$ cat config.mk
export PLATFORM = sky130hd
export DESIGN_NAME = seven_seg_scan_driver_flat
export DESIGN_NICKNAME = d
export VERILOG_FILES = /design/src/rtl/seven_seg_scan_driver_if.sv /design/src/rtl/seven_seg_scan_driver.sv /design/src/flat_wrapper.sv
export SDC_FILE = /design/constraint.sdc
export NUM_CORES = 1
export LEC_CHECK = 0
export ABC_AREA = 1
export CAP_MARGIN = 20
export CORE_UTILIZATION = 55
export CTS_CLUSTER_SIZE = 28
export DETAILED_ROUTE_END_ITERATION = 10
export GPL_TIMING_DRIVEN = 0
export PLACE_DENSITY_LB_ADDON = 0.1
export SLEW_MARGIN = 20
export SYNTH_ARGS = -nofsm -noshare
export SYNTH_HDL_FRONTEND = slang
export SYNTH_SLANG_ARGS = --single-unit
$ cat constraint.sdc
create_clock -name clk -period 1.9 [get_ports clk]
set_input_delay 0.285 -clock clk [delete_from_list [all_inputs] [get_ports clk]]
set_output_delay 0.285 -clock clk [all_outputs]
set_load 0.1 [all_outputs]
$ cat src/rtl/seven_seg_scan_driver_if.sv
// seven_seg_scan_driver_if
//   Bundles the digit data coming from the time-keeping logic and the
//   scanned display pins driven toward the board.
//   master : time-keeping side; drives digit data, observes display pins
//   slave  : scan driver; consumes digit data, drives display pins
//   Signals:
//     digits_in [4*DIGITS]  digit i value at [4i+3:4i]
//     dp_in     [DIGITS]    1 = decimal point of digit i lit
//     blank_in  [DIGITS]    1 = digit i dark
//     blink_in  [DIGITS]    1 = digit i blinks
//     segments  [7]         active-low, bit 6..0 = a..g
//     dp                    active-low decimal point
//     anodes    [DIGITS]    active-low digit enables
interface seven_seg_scan_driver_if #(
   parameter int unsigned DIGITS = 4
);
   logic [4*DIGITS-1:0] digits_in;
   logic [DIGITS-1:0]   dp_in;
   logic [DIGITS-1:0]   blank_in;
   logic [DIGITS-1:0]   blink_in;
   logic [6:0]          segments;
   logic                dp;
   logic [DIGITS-1:0]   anodes;

   modport master (
      output digits_in, dp_in, blank_in, blink_in,
      input  segments, dp, anodes
   );

   modport slave (
      input  digits_in, dp_in, blank_in, blink_in,
      output segments, dp, anodes
   );
endinterface

$ cat src/rtl/seven_seg_scan_driver.sv
// seven_seg_scan_driver
//   Time-multiplexed driver for a DIGITS-wide common-anode seven-segment
//   display. Digit data is captured into shadow registers once per frame
//   so a frame never shows a mix of old and new values. Each digit slot
//   starts with GUARD cycles of all anodes off. Supports per-digit decimal
//   point, blanking and blinking. All outputs are registered.
//   Ports:
//     clk    system clock, rising edge
//     rst_n  synchronous active-low reset
//     bus    seven_seg_scan_driver_if.slave (digit data in, display pins out)
//   Build option:
//     SEVEN_SEG_HEX_EN  defined: values 10-15 show hex glyphs A b C d E F;
//                       undefined: values 10-15 show a dash (segment g).
module seven_seg_scan_driver #(
   parameter int unsigned DIGITS      = 4,
   parameter int unsigned REFRESH_DIV = 100000,
   parameter int unsigned GUARD       = 16,
   parameter int unsigned BLINK_DIV   = 250
) (
   input  logic                    clk,
   input  logic                    rst_n,
   seven_seg_scan_driver_if.slave  bus
);

   localparam int unsigned CW = (REFRESH_DIV > 1) ? $clog2(REFRESH_DIV) : 1;
   localparam int unsigned IW = (DIGITS > 1)      ? $clog2(DIGITS)      : 1;
   localparam int unsigned FW = (BLINK_DIV > 1)   ? $clog2(BLINK_DIV)   : 1;

   localparam logic [CW-1:0] CNT_LAST = CW'(REFRESH_DIV - 1);
   localparam logic [IW-1:0] IDX_LAST = IW'(DIGITS - 1);
   localparam logic [FW-1:0] FRM_LAST = FW'(BLINK_DIV - 1);

   // scan state
   logic [CW-1:0] cnt;
   logic [IW-1:0] idx;
   logic [FW-1:0] frm;
   logic          phase;

   // per-frame shadows of the input data
   logic [DIGITS-1:0][3:0] val_s;
   logic [DIGITS-1:0]      dp_s;
   logic [DIGITS-1:0]      blank_s;
   logic [DIGITS-1:0]      blink_s;

   // registered outputs
   logic [6:0]        seg_q;
   logic              dp_q;
   logic [DIGITS-1:0] an_q;

   // next-output combinational values
   logic              cnt_wrap;
   logic              frame_end;
   logic              in_guard;
   logic              dark;
   logic              lit;
   logic [3:0]        cur_val;
   logic [6:0]        seg_n;
   logic              dp_n;
   logic [DIGITS-1:0] an_n;

   function automatic logic [6:0] decode(input logic [3:0] v);
      logic [6:0] g;
      g = 7'b1111110;
      case (v)
         4'h0: g = 7'b0000001;
         4'h1: g = 7'b1001111;
         4'h2: g = 7'b0010010;
         4'h3: g = 7'b0000110;
         4'h4: g = 7'b1001100;
         4'h5: g = 7'b0100100;
         4'h6: g = 7'b0100000;
         4'h7: g = 7'b0001111;
         4'h8: g = 7'b0000000;
         4'h9: g = 7'b0000100;
`ifdef SEVEN_SEG_HEX_EN
         4'hA: g = 7'b0001000;
         4'hB: g = 7'b1100000;
         4'hC: g = 7'b0110001;
         4'hD: g = 7'b1000010;
         4'hE: g = 7'b0110000;
         4'hF: g = 7'b0111000;
`else
         4'hA, 4'hB, 4'hC, 4'hD, 4'hE, 4'hF: g = 7'b1111110;
`endif
         default: g = 7'b1111110;
      endcase
      return g;
   endfunction

   // GUARD == 0 would make the compare trivially false; keep it structural.
   generate
      if (GUARD == 0) begin : g_no_guard
         assign in_guard = 1'b0;
      end else begin : g_guard
         assign in_guard = (cnt < CW'(GUARD));
      end
   endgenerate

   always_comb begin
      cnt_wrap  = (cnt == CNT_LAST);
      frame_end = cnt_wrap && (idx == IDX_LAST);
      cur_val   = val_s[idx];
      dark      = blank_s[idx] || (blink_s[idx] && phase);
      lit       = !in_guard && !dark;
      an_n      = '1;
      seg_n     = '1;
      dp_n      = 1'b1;
      if (lit) begin
         an_n[idx] = 1'b0;
         seg_n     = decode(cur_val);
         dp_n      = ~dp_s[idx];
      end
   end

   always_ff @(posedge clk) begin
      if (!rst_n) begin
         cnt     <= '0;
         idx     <= '0;
         frm     <= '0;
         phase   <= 1'b0;
         val_s   <= '0;
         dp_s    <= '0;
         blink_s <= '0;
         blank_s <= '1;
         seg_q   <= '1;
         dp_q    <= 1'b1;
         an_q    <= '1;
      end else begin
         seg_q <= seg_n;
         dp_q  <= dp_n;
         an_q  <= an_n;

         cnt <= cnt_wrap ? '0 : cnt + 1'b1;
         if (cnt_wrap) begin
            idx <= (idx == IDX_LAST) ? '0 : idx + 1'b1;
         end

         // shadows and blink phase change on the same edge so the next
         // slot sees both updates together
         if (frame_end) begin
            val_s   <= bus.digits_in;
            dp_s    <= bus.dp_in;
            blank_s <= bus.blank_in;
            blink_s <= bus.blink_in;
            if (frm == FRM_LAST) begin
               frm   <= '0;
               phase <= ~phase;
            end else begin
               frm <= frm + 1'b1;
            end
         end
      end
   end

   assign bus.segments = seg_q;
   assign bus.dp       = dp_q;
   assign bus.anodes   = an_q;

endmodule

$ cat src/flat_wrapper.sv
// flat-port wrapper written by rule: the top's interface ports become plain ports
module seven_seg_scan_driver_flat 
#(
   parameter int unsigned DIGITS      = 4,
   parameter int unsigned REFRESH_DIV = 100000,
   parameter int unsigned GUARD       = 16,
   parameter int unsigned BLINK_DIV   = 250
)
  (clk, rst_n, bus_digits_in, bus_dp_in, bus_blank_in, bus_blink_in, bus_segments, bus_dp, bus_anodes);
  seven_seg_scan_driver_if #(.DIGITS(DIGITS)) bus_i ();
  input  logic clk;
  input  logic rst_n;
  input wire logic [$bits(bus_i.digits_in)-1:0] bus_digits_in;
  input wire logic [$bits(bus_i.dp_in)-1:0] bus_dp_in;
  input wire logic [$bits(bus_i.blank_in)-1:0] bus_blank_in;
  input wire logic [$bits(bus_i.blink_in)-1:0] bus_blink_in;
  output wire logic [$bits(bus_i.segments)-1:0] bus_segments;
  output wire logic [$bits(bus_i.dp)-1:0] bus_dp;
  output wire logic [$bits(bus_i.anodes)-1:0] bus_anodes;
  assign bus_i.digits_in = bus_digits_in;
  assign bus_i.dp_in = bus_dp_in;
  assign bus_i.blank_in = bus_blank_in;
  assign bus_i.blink_in = bus_blink_in;
  assign bus_segments = bus_i.segments;
  assign bus_dp = bus_i.dp;
  assign bus_anodes = bus_i.anodes;
  seven_seg_scan_driver #(.DIGITS(DIGITS), .REFRESH_DIV(REFRESH_DIV), .GUARD(GUARD), .BLINK_DIV(BLINK_DIV)) u_core (.clk(clk), .rst_n(rst_n), .bus(bus_i));
endmodule
# After elaboration in Yosys (flattened, before gate mapping)
# Memories as Yosys holds them, arrays and structs flattened. A register that Yosys moved wholly into a read port is not among the register bits.
# Index checks and enable logic that the tools add are counted.
[totals]
ff_bits = 61
romBits = 112
inputBits = 30
out_inout_bits = 12
word_cells = 50
memories = 1
[op_classes]
add_sub_neg = 3
magnitude_cmp = 3
n_eq_ne = 3
mux = 12
bitwise_logic = 4
n_reduce_logical = 11
[memory_table]
columns = ["name", "depth", "word_bits", "rd", "rd_ports_with_merged_regs", "wr", "line_no", "source"]
rows = [
  ["(no name shown)", 16, 7, 1, 1, 0, "seven_seg_scan_driver.sv:64", "case (v)"],
]
[op_table]
columns = ["operator", "count"]
rows = [
  ["$add A17 B1 Y17 const B", 1],
  ["$eq A17 B17 Y1 const B", 1],
  ["$lt A17 B5 Y1 const B", 1],
  ["$add A8 B1 Y8 const B", 1],
  ["$bmux W4 S2", 1],
  ["$eq A8 B8 Y1 const B", 1],
  ["$mux W8", 1],
  ["$bmux W1 S2", 3],
  ["$logic_and A1 B1 Y1", 4],
  ["$mux W1", 4],
  ["$mux W4", 1],
  ["$not A4 Y4", 1],
  ["$reduce_and A2 Y1", 2],
  ["$logic_not A1 Y1", 3],
  ["$lt A2 B3 Y1 const B", 1],
  ["$not A1 Y1", 3],
  ["$add A2 B1 Y2 const B", 1],
  ["$demux W1 S2", 1],
  ["$eq A2 B2 Y1 const B", 1],
  ["$ge A2 B1 Y1 const B", 1],
  ["$mux W2", 1],
  ["$reduce_or A2 Y1", 1],
  ["$logic_or A1 B1 Y1", 1],
]

# Longest topological paths before layout
[logic_depth]
word_depth = 8
ltp_mapped = 12
mapped_depth_nobuf = 12

# Worst setup path before layout
# No wires, ideal clock.
[synth_path]
path_kind = "register to register"
startpoint = "register u_core.idx[0]"
endpoint = "register u_core.seg_q[1] (netlist: u_core.bus.segments[1])"
setup_time_ns = 0.118
t_arrival_ns = 1.654
required_ns = 1.782
slack_ns = 0.128
stages_incl_launch_ff = 12
n_path_buf = 2
path_cell_list = "dfxtp_1 buf_2 buf_4 nand2_1 o211ai_1 nand2_1 ha_1 or2_2 nand3_1 nand2_1 inv_1 nand2_1"
[synth_via]
elab_chain_cells = 8
word_cells_on_any_way = 12
classes_between = "mux: 6; reduce/logical: 6"
[synth_lines]
columns = ["element", "line_no", "source"]
rows = [
  ["start: declaration", "seven_seg_scan_driver.sv:35", "logic [IW-1:0] idx;"],
  ["start signal: assignment", "seven_seg_scan_driver.sv:135", "idx <= (idx == IDX_LAST) ? '0 : idx + 1'b1;"],
  ["$bmux W1 S2", "seven_seg_scan_driver.sv:103", "dark = blank_s[idx] || (blink_s[idx] && phase);"],
  ["$mux W1 (not written as such)", "seven_seg_scan_driver.sv:103", ""],
  ["$logic_and A1 B1 Y1", "seven_seg_scan_driver.sv:103", ""],
  ["$logic_or A1 B1 Y1", "seven_seg_scan_driver.sv:103", ""],
  ["$logic_not A1 Y1", "seven_seg_scan_driver.sv:104", "lit = !in_guard && !dark;"],
  ["$logic_and A1 B1 Y1", "seven_seg_scan_driver.sv:104", ""],
  ["$reduce_and A2 Y1 (no line)", "-", ""],
  ["$logic_not A1 Y1 (no line)", "-", ""],
  ["end: declaration", "seven_seg_scan_driver.sv:46", "logic [6:0] seg_q;"],
]
# Several ways; a longest one is shown, not always the timed one. The select of a mux whose other input is x is not followed.
# A chain may end at the register's enable or synchronous reset.

# Worst setup path after layout
# Ends and elaborated chain as after synthesis.

==> run summary <==
- Reg-to-Reg Start: u_core.idx[0]$_SDFFE_PN0P_
- top layer in use: met4
- top cells by area in the synthesized netlist: dfxtp_1, nor2_1, nand2_1, o21ai_0, ha_1
- total iterations of the first detailed-routing run: 5
- Worst Clk Skew: 0.0145 ns
- pin count of the biggest net entering global routing: 12
- dpl hpwl: 5150 um
- type of the most critical hold path: reg -> reg
- maxcap violations: 0
- signed area change from the synthesized netlist to the final layout: 25.1%
- leftover overflow at the end of global routing: 0
- portion of the clock cycle consumed by the worst path in the final layout: 95.7%
- outcome: finished clean
- pwr/cell area: 661 nW/um^2
- GR Util All Layers: 25.4%
- slew of the pin with the lowest slew margin: 0.961 ns
- number of vias per cell after detailed routing: 5.14
- Antenna Diode Count: 0
- CTS Root Cell: clkbuf_8
- clock period minus worst slack: 1.82 ns
- Fin Hold WS: 0.447 ns
- Post-Layout Inst Area: 4080 um^2
- fraction of synthesized cell area taken by the top area cell type: 41.7%
- initial cell density of the core: 58.1%
- maximum VDD drop: 0.565 mV
- netlist area before placement: 3260 um^2
- Max Clock Freq: 550 MHz
- ratio of cells with drive above 1 in the final layout: 11.7%
- Post-CTS Hold Fix Bufs: 0
- flops & latches, synth: 68
- H-tree levels: 3
- number of DRC violations after detailed-routing iteration 0: 157
- # port buffers: 41
- count of final hold-check violations: 0
- post-synth cell types: 29
- via count of the first global-routing pass: 2731
- sinks on the clock net: 68
- largest fanout on the critical path: 10
- overall routed net length: 7420 um
- Longest Clk Path Bufs: 2
- die span in x: 79.0 um
- RD Place Congestion: 0.850
- Met2 Routed Length: 3490 um
- count of placed standard cells including taps: 567
- source of the critical timing path: u_core.idx[0]$_SDFFE_PN0P_
- fin cells: 586
- type of the worst setup path: reg -> reg
- proportion of synthesized chip area in sequential cells: 41.7%
- number of slew-limit violations in the final report: 0
- required time of the critical path: 2.14 ns
- Post-Syn Area per Cell: 7.18 um^2
- type of element launching the critical path: flip-flop
- largest area contributor in the synthesized netlist: dfxtp_1
- leakage power: 1.68 nW
- tightest slew margin relative to the limit: 36.2%
- Mapped Nets: 497
- clock latency of the later-clocked register in the worst-skew pair: 0.36 ns
- hold_sp: u_core.cnt[0]$_SDFF_PP0_
- placement row count: 27
- wire length of the first global-routing pass: 12200 um
- clock input transition at the sequential cells of the worst setup and hold paths: 0.08 ns
- area enclosed by the die boundary: 6240 um^2
- total length of routed met3 wires: 368 um
- DRC Markers: 0
- antenna violations before repair: 0
- Top Ports: 42
- core area: 5610 um^2
- Die H: 79.0 um
- count of yosys warnings during synthesis: 0
- clock tree from TritonCTS: done
- standard cell area after detailed placement: 3760 um^2
- arrival time reported for the critical path endpoint: 2.06 ns
- wire length on met1: 3420 um
- antenna violation net count after detailed routing: 0
- category of the worst setup path capture point: flip-flop
- average wire per standard cell: 12.7 um
- final setup violating endpoints: 0
- number of nets at the end of the flow: 552
- total CTS buffers: 9
- Mapped Cells: 454
- total number of vias: 3014
[critical path, stage by stage (launching register included)]
cell     delay [ns]
dfxtp_4        0.37
buf_8          0.14
buf_8          0.14
o21ai_1        0.20
nand2_2        0.13
ha_2           0.20
or2_2          0.31
nand3_2        0.06
nand2_1        0.05
inv_1          0.05
nand2_1        0.04
[layer usage]
metal | GRT usage (%) | vias to the layer above
met3 | 5.17 | 15
met2 | 40.6 | 88
met5 | 0 | -
met1 | 33.0 | 1341
li1 | - | 1570
met4 | 10.7 | 0
[area by class of cell]
type                       count  area (um^2)
sequential                    68         1370
tap                           72         90.1
buffer                        15          120
fill                         488         1530
multi-input combinational    326         1710
inverter                      44          169
clock inverter                 5         52.6
clock buffer                  11          131
timing repair buffer          45          442
[Yosys cell counts (all sizes together)]
cell type,n
xnor2,4
clkbuf,5
nor3b,3
inv,44
nor4,2
o21ai,42
nand3,28
or2,5
nor2,99
xor2,4
nand4,9
a21oi,19
ha,13
o211ai,5
nand2,84
dfxtp,68
nor3,9
buf,11
[sequential cells by signal, summed over array words and instances, names as in the netlist]
signal,cells
u_core.frm,8
u_core.blink_s,4
u_core.blank_s,4
u_core.dp_s,4
u_core.bus.anodes,4
u_core.phase,1
u_core.idx,2
u_core.cnt,17
u_core.val_s,16
u_core.bus.segments,7
u_core.bus.dp,1
[logic make-up after synthesis]
family                     count (synthesis)  share of synthesized area, %
DFF                                       68                          41.7
and+or+nand+nor                          239                          32.3
buffers and inverters                     60                          8.13
AOI/OAI and AO/OA                         66                          10.6
xor gates and xnor gates                   8                          2.15
adders and majority gates                 13                          4.99
[path summary, 6_finish.rpt]
path,endpoint,slack [ns],cells past startpoint
setup / recovery,u_core.bus.segments[1]$_SDFF_PN1_,0.08,10
hold / removal,u_core.cnt[0]$_SDFF_PP0_,0.45,1
setup reg to reg,u_core.bus.segments[1]$_SDFF_PN1_,0.08,10
hold reg to reg,u_core.cnt[0]$_SDFF_PP0_,0.45,1
[through the flow]
stage	TNS (ns)	util (%)	total power [mW]	worst slack (ns)
final	0	72.7	2.70	0.0819
after global routing	-0.103	72.7	2.77	-0.0561
after CTS	0	70.4	2.70	0.00379
after detailed placement	-0.667	67.1	1.56	-0.172
after global placement	-0.628	67.1	1.56	-0.164
after floorplan	0	-	1.49	0.128
[layout by cell type (no fill, tap or decap), drive strengths merged]
| cell | Yosys | final |
|---|---|---|
| clkinv | 0 | 3 |
| clkdlybuf4s50 | 0 | 29 |
| bufinv | 0 | 1 |
| nand2 | 84 | 84 |
| nor3b | 3 | 3 |
| nor3 | 9 | 9 |
| nor2 | 99 | 99 |
| clkinvlp | 0 | 2 |
| buf | 11 | 15 |
| dlygate4sd2 | 0 | 12 |
| a21oi | 19 | 19 |
| nand4 | 9 | 9 |
| o21ai | 42 | 42 |
| clkbuf | 5 | 15 |
| o211ai | 5 | 5 |
| xor2 | 4 | 4 |
| ha | 13 | 13 |
| xnor2 | 4 | 4 |
| nor4 | 2 | 2 |
| nand3 | 28 | 28 |
| or2 | 5 | 5 |
| dfxtp | 68 | 68 |
| inv | 44 | 43 |
[power by group]
group	total, mW	switching [mW]	internal (mW)
clock	1.17	0.567	0.601
sequential	1.43	0.00372	1.43
combinational	0.0970	0.0347	0.0623
[repair_timing]
item                       in CTS  in global routing
buffers inserted                1                  3
gates resized for setup        18                 26
pin swaps                       1                  4
setup endpoints to repair      18                 43
Note: power is estimated with default switching activity, not from simulation.
